**src/rtl/uart_tx_if.sv**
```systemverilog
// Byte-level handshake between the UART register block and the transmitter.
// The register block drives tx_data/tx_start; the transmitter reports
// tx_busy/tx_done.
//
// Handshake: tx_start is a request that is accepted on a rising clock edge
// where tx_busy is low. tx_data is sampled only on that accepting edge.
// tx_busy stays high for the whole frame. tx_done pulses for one cycle when
// the stop bit ends. A request made while tx_busy is high is dropped, not
// queued.
interface uart_tx_if;
   logic [7:0] tx_data;
   logic       tx_start;
   logic       tx_busy;
   logic       tx_done;

   modport master (output tx_data, output tx_start, input tx_busy, input tx_done);
   modport slave  (input tx_data, input tx_start, output tx_busy, output tx_done);
endinterface

```
**src/rtl/uart_tx_frame.sv**
```systemverilog
// UART transmitter. It sends a start bit, 8 data bits LSB first, an optional
// parity bit and a stop bit. Each bit lasts CLKS_PER_BIT system clocks. The
// serial line, busy and done outputs all come straight from registers.
module uart_tx_frame #(
   parameter int CLKS_PER_BIT = 434,
   parameter bit PARITY_EN    = 1'b1,
   parameter bit PARITY_ODD   = 1'b0
) (
   input  logic       clk,
   input  logic       rst,
   uart_tx_if.slave   bus,
   output logic       tx,
   output logic [2:0] state_dbg
);

   localparam int CW = (CLKS_PER_BIT > 1) ? $clog2(CLKS_PER_BIT) : 1;

   typedef enum logic [2:0] {IDLE, START, DATA, PARITY, STOP} state_t;

   state_t        state;
   logic [CW-1:0] baud_cnt;
   logic [2:0]    bit_idx;
   logic [7:0]    shift;
   logic          parity_bit;
   logic          busy_r;
   logic          done_r;
   logic          bit_end;

   // Last clock of the current serial bit.
   assign bit_end   = (baud_cnt == CW'(CLKS_PER_BIT - 1));
   assign bus.tx_busy = busy_r;
   assign bus.tx_done = done_r;
   assign state_dbg = state;

   // Frame sequencer. tx is loaded with the next bit value on the same edge
   // that changes the bit, so the pin never shows an intermediate value.
   always_ff @(posedge clk) begin
      if (rst) begin
         state      <= IDLE;
         tx         <= 1'b1;
         busy_r     <= 1'b0;
         done_r     <= 1'b0;
         baud_cnt   <= '0;
         bit_idx    <= '0;
         shift      <= '0;
         parity_bit <= 1'b0;
      end else begin
         done_r <= 1'b0;
         case (state)
            IDLE: begin
               tx     <= 1'b1;
               busy_r <= 1'b0;
               if (bus.tx_start) begin
                  shift      <= bus.tx_data;
                  parity_bit <= PARITY_ODD ? ~(^bus.tx_data) : (^bus.tx_data);
                  baud_cnt   <= '0;
                  bit_idx    <= '0;
                  tx         <= 1'b0;
                  busy_r     <= 1'b1;
                  state      <= START;
               end
            end
            START: begin
               if (bit_end) begin
                  baud_cnt <= '0;
                  tx       <= shift[0];
                  state    <= DATA;
               end else begin
                  baud_cnt <= baud_cnt + 1'b1;
               end
            end
            DATA: begin
               if (bit_end) begin
                  baud_cnt <= '0;
                  shift    <= {1'b0, shift[7:1]};
                  bit_idx  <= bit_idx + 3'd1;
                  if (bit_idx == 3'd7) begin
                     if (PARITY_EN) begin
                        tx    <= parity_bit;
                        state <= PARITY;
                     end else begin
                        tx    <= 1'b1;
                        state <= STOP;
                     end
                  end else begin
                     tx <= shift[1];
                  end
               end else begin
                  baud_cnt <= baud_cnt + 1'b1;
               end
            end
            PARITY: begin
               if (bit_end) begin
                  baud_cnt <= '0;
                  tx       <= 1'b1;
                  state    <= STOP;
               end else begin
                  baud_cnt <= baud_cnt + 1'b1;
               end
            end
            STOP: begin
               if (bit_end) begin
                  baud_cnt <= '0;
                  tx       <= 1'b1;
                  busy_r   <= 1'b0;
                  done_r   <= 1'b1;
                  state    <= IDLE;
               end else begin
                  baud_cnt <= baud_cnt + 1'b1;
               end
            end
            default: begin
               tx     <= 1'b1;
               busy_r <= 1'b0;
               state  <= IDLE;
            end
         endcase
      end
   end

endmodule

```
**src/flat_wrapper.sv**
```systemverilog
// flat-port wrapper written by rule: the top's interface ports become plain ports
module uart_tx_frame_flat 
#(
   parameter int CLKS_PER_BIT = 434,
   parameter bit PARITY_EN    = 1'b1,
   parameter bit PARITY_ODD   = 1'b0
)
  (clk, rst, tx, state_dbg, bus_tx_data, bus_tx_start, bus_tx_busy, bus_tx_done);
  uart_tx_if bus_i ();
  input  logic clk;
  input  logic rst;
  output logic tx;
  output logic [2:0] state_dbg;
  input wire logic [$bits(bus_i.tx_data)-1:0] bus_tx_data;
  input wire logic [$bits(bus_i.tx_start)-1:0] bus_tx_start;
  output wire logic [$bits(bus_i.tx_busy)-1:0] bus_tx_busy;
  output wire logic [$bits(bus_i.tx_done)-1:0] bus_tx_done;
  assign bus_i.tx_data = bus_tx_data;
  assign bus_i.tx_start = bus_tx_start;
  assign bus_tx_busy = bus_i.tx_busy;
  assign bus_tx_done = bus_i.tx_done;
  uart_tx_frame #(.CLKS_PER_BIT(CLKS_PER_BIT), .PARITY_EN(PARITY_EN), .PARITY_ODD(PARITY_ODD)) u_core (.clk(clk), .rst(rst), .bus(bus_i), .tx(tx), .state_dbg(state_dbg));
endmodule
```
**config.mk**
```make
export PLATFORM = sky130hd
export DESIGN_NAME = uart_tx_frame_flat
export DESIGN_NICKNAME = d
export VERILOG_FILES = /design/src/rtl/uart_tx_if.sv /design/src/rtl/uart_tx_frame.sv /design/src/flat_wrapper.sv
export SDC_FILE = /design/constraint.sdc
export NUM_CORES = 1
export LEC_CHECK = 0
export ABC_AREA = 1
export CORE_MARGIN = 4
export CORE_UTILIZATION = 59
export CTS_CLUSTER_DIAMETER = 40
export DETAILED_ROUTE_END_ITERATION = 16
export PLACE_DENSITY = 0.88
export SETUP_SLACK_MARGIN = 0.1
export SKIP_LAST_GASP = 1
export SYNTH_ARGS = -nofsm -noshare
export SYNTH_HDL_FRONTEND = slang
export SYNTH_SLANG_ARGS = --single-unit
```
**constraint.sdc**
```tcl
create_clock -name clk -period 2.1 [get_ports clk]
set_input_delay 0.63 -clock clk [delete_from_list [all_inputs] [get_ports clk]]
set_output_delay 0.63 -clock clk [all_outputs]
set_load 0.005 [all_outputs]
```
==> flow_summary.json <==
{
  "final_core_util_pct": 71.9,
  "nets": 274,
  "avgSynthCellArea_um2": 6.57,
  "peakVddDrop_mv": 0.723,
  "cts_buffer_depth": 2,
  "period_needed_ns": 1.92,
  "setup_viol": 0,
  "die_w_um": 59.6,
  "rsz0062_at_grt": "false",
  "cp.required_ns": 1.47,
  "synth_cells": 239,
  "place_hpwl_um": 2390,
  "cpPeakStageDelay_ns": 0.52,
  "hold_end": "u_core.shift[3]$_SDFFE_PP0P_",
  "gp_congestion": 0.852,
  "crit-reg2reg-capture": "u_core.bit_idx[0]$_SDFFE_PP0P_",
  "worst_ep_arrival_time_ns": 1.29,
  "cts.sinks": 27,
  "nFillCells": 202,
  "cts_hold_buf": 0,
  "wl_per_cell_um": 11.0,
  "maxCapViolations": 0,
  "worst_pin_slew_ns": 0.357,
  "antenna_cells": 0,
  "drt_first_iter_violations": 75,
  "synth_top_family_by_area": "simple AND/OR/NAND/NOR gates",
  "fmax_ghz": 0.522,
  "grt_max_degree": 17,
  "via_count": 1510,
  "avgViaCountPerCell": 5.24,
  "worst_hold_slack_ns": 0.478,
  "critPathLaunchType": "flop",
  "synth.cell_area_mm2": 0.00157,
  "critPathTopFamily": "buffers and inverters",
  "root_buffer": "clkbuf_4",
  "wl_um": 3170,
  "status": "completed",
  "worstSetupEndpointType": "primary output",
  "grt.total_usage_pct": 19.7,
  "htree_num_levels": 1,
  "layout_commonest_cell": "nand2_1",
  "antenna_found_initial": 0,
  "path_cells": "clkdlybuf4s50_1",
  "clock_latency_ns": 0.34,
  "drc": 0,
  "synthXorXnorAreaFrac_pct": 2.79,
  "finalMaxSlewViolations": 0,
  "fin_cells": 288,
  "relSlewSlack_pct": 76.2,
  "die_h_um": 59.6,
  "final_cell_mix": "nand2_1, nor2_1, dfxtp_1",
  "yosysWarnings": 0,
  "synth_fa_ha_area_share_pct": 3.19,
  "dr.pass1.iters": 4,
  "grt_pass1_wl_um": 5360,
  "yosys.area_share.simple_pct": 38.1,
  "finalHoldViolations": 0,
  "cts_made_buffers": 3,
  "die_area_mm2": 0.00355,
  "synth-compound-area-share_pct": 12.6,
  "synthMuxAreaShare_pct": 0,
  "hp-class": "reg -> reg",
  "post-route-period-util_pct": 91.3,
  "overflow": 0,
  "syn2layout_area_growth_pct": 14.4,
  "synth_cell_types": 28,
  "seq_area_frac_synth_pct": 34.4,
  "cts_tree": "done",
  "portBuffers": 16,
  "critPathMaxFanout": 7,
  "timing.setup.tns_ns": 0,
  "cp_num_cells": 1,
  "powerDensity_mw_per_mm2": 1080,
  "grt_pass1_vias": 1337,
  "row_count": 18,
  "holdPathStages": 2,
  "start_util_pct": 62.8,
  "worstHoldStart": "u_core.shift[3]$_SDFFE_PP0P_",
  "pin_count": 17,
  "reg2reg_slack_ns": 0.45,
  "final_layout_size_suffix_gt1_share_pct": 9.69,
  "path_clk_slew_ns": 0.16,
  "critPathKind": "reg -> out",
  "dp.cells": 284,
  "reg2regPathDepth": 9,
  "antenna_left": 0,
  "path_buf_inv": 1,
  "worstReg2RegStart": "u_core.baud_cnt[1]$_SDFFE_PP0P_",
  "ys_seq_elements": 27,
  "crit_slowest_cell": "clkdlybuf4s50_1",
  "p_leak_nw": 0.774,
  "syn_nets": 254,
  "finClkSkew_ns": 0.00721,
  "core_area_mm2": 0.00250
}
[cells in the mapped netlist (all sizes together)]
cell type	n	area (um2)
nor2	29	116
clkbuf	1	3.75
o21a	1	7.51
inv	28	105
nand3	17	110
o22ai	1	6.26
nand2	76	303
buf	4	31.3
dfxtp	27	541
xnor2	3	26.3
xor2	2	17.5
and2	1	6.26
nor4	1	6.26
o211ai	1	7.51
o21ai	15	75.1
ha	4	50.1
nand4	5	31.3
nor3	5	25.0
a21oi	18	101
[report_power, final]
| part | leakage (nW) | switching (mW) | total [mW] | internal [mW] |
|---|---|---|---|---|
| Sequential | 0.222 | 0.0888 | 0.721 | 0.632 |
| Clock | 0.0139 | 0.167 | 0.240 | 0.0732 |
| Combinational | 0.538 | 0.609 | 0.985 | 0.376 |
| Total | 0.774 | 0.865 | 1.95 | 1.08 |
[how the worst max path moves through the flow]
stage,start,to,slack [ns]
after floorplan,bus_tx_start,u_core.baud_cnt[7]$_SDFFE_PP0P_,0.70
after global placement,bus_tx_start,u_core.shift[4]$_SDFFE_PP0P_,0.12
after detailed placement,bus_tx_start,u_core.shift[4]$_SDFFE_PP0P_,0.09
after CTS,u_core.state_dbg[0]$_SDFFE_PP0P_,state_dbg[0],0.11
after global routing,u_core.state_dbg[2]$_SDFFE_PP0P_,state_dbg[2],0.15
final,u_core.state_dbg[2]$_SDFFE_PP0P_,state_dbg[2],0.18
[per-stage QoR]
stage / worst slack [ns] / total power [mW] / instance area [um2]
floorplan: 0.696 / 1.47 / 1570
global placement: 0.123 / 1.69 / 1760
detailed placement: 0.0897 / 1.70 / 1760
CTS: 0.110 / 1.94 / 1790
global route: 0.148 / 2.11 / 1800
finish: 0.183 / 1.95 / 1800
[area by class of cell]
type	count	area [um2]	share of cell area [%]
Multi-Input combinational cell	179	890	49.5
Sequential cell	27	544	30.3
Timing Repair Buffer	20	190	10.6
Inverter	28	105	5.85
Tap cell	30	37.5	2.09
Clock buffer	3	22.5	1.25
Clock inverter	1	7.51	0.418
[registers in the layout, summed over array words and instances (netlist names)]
name	cells
u_core.baud_cnt	9
u_core.bit_idx	3
u_core.bus.tx_busy	1
u_core.bus.tx_done	1
u_core.parity_bit	1
u_core.shift	8
u_core.state_dbg	3
u_core.tx	1
[timing repair]
action	4_1_cts	5_1_grt
setup buffers	0	0
endpoints found under the setup margin	1	2
gates resized for setup	1	2
[logic make-up (layout without fill, tap and decap cells)]
logic type,after synthesis,after routing
compound gates,36,36
fa+ha+maj,4,4
xor+xnor,5,5
buf+inv,33,52
flops,27,27
simple gates,134,134
[layer usage]
layer	GRT usage, %	wire length (um)	part of all wire, %
met2	32.3	1500	47
met5	0	0	0
met4	13.0	72	2.3
met3	3.05	189	6.0
met1	23.7	1410	44
(Power assumes the default switching activity.)
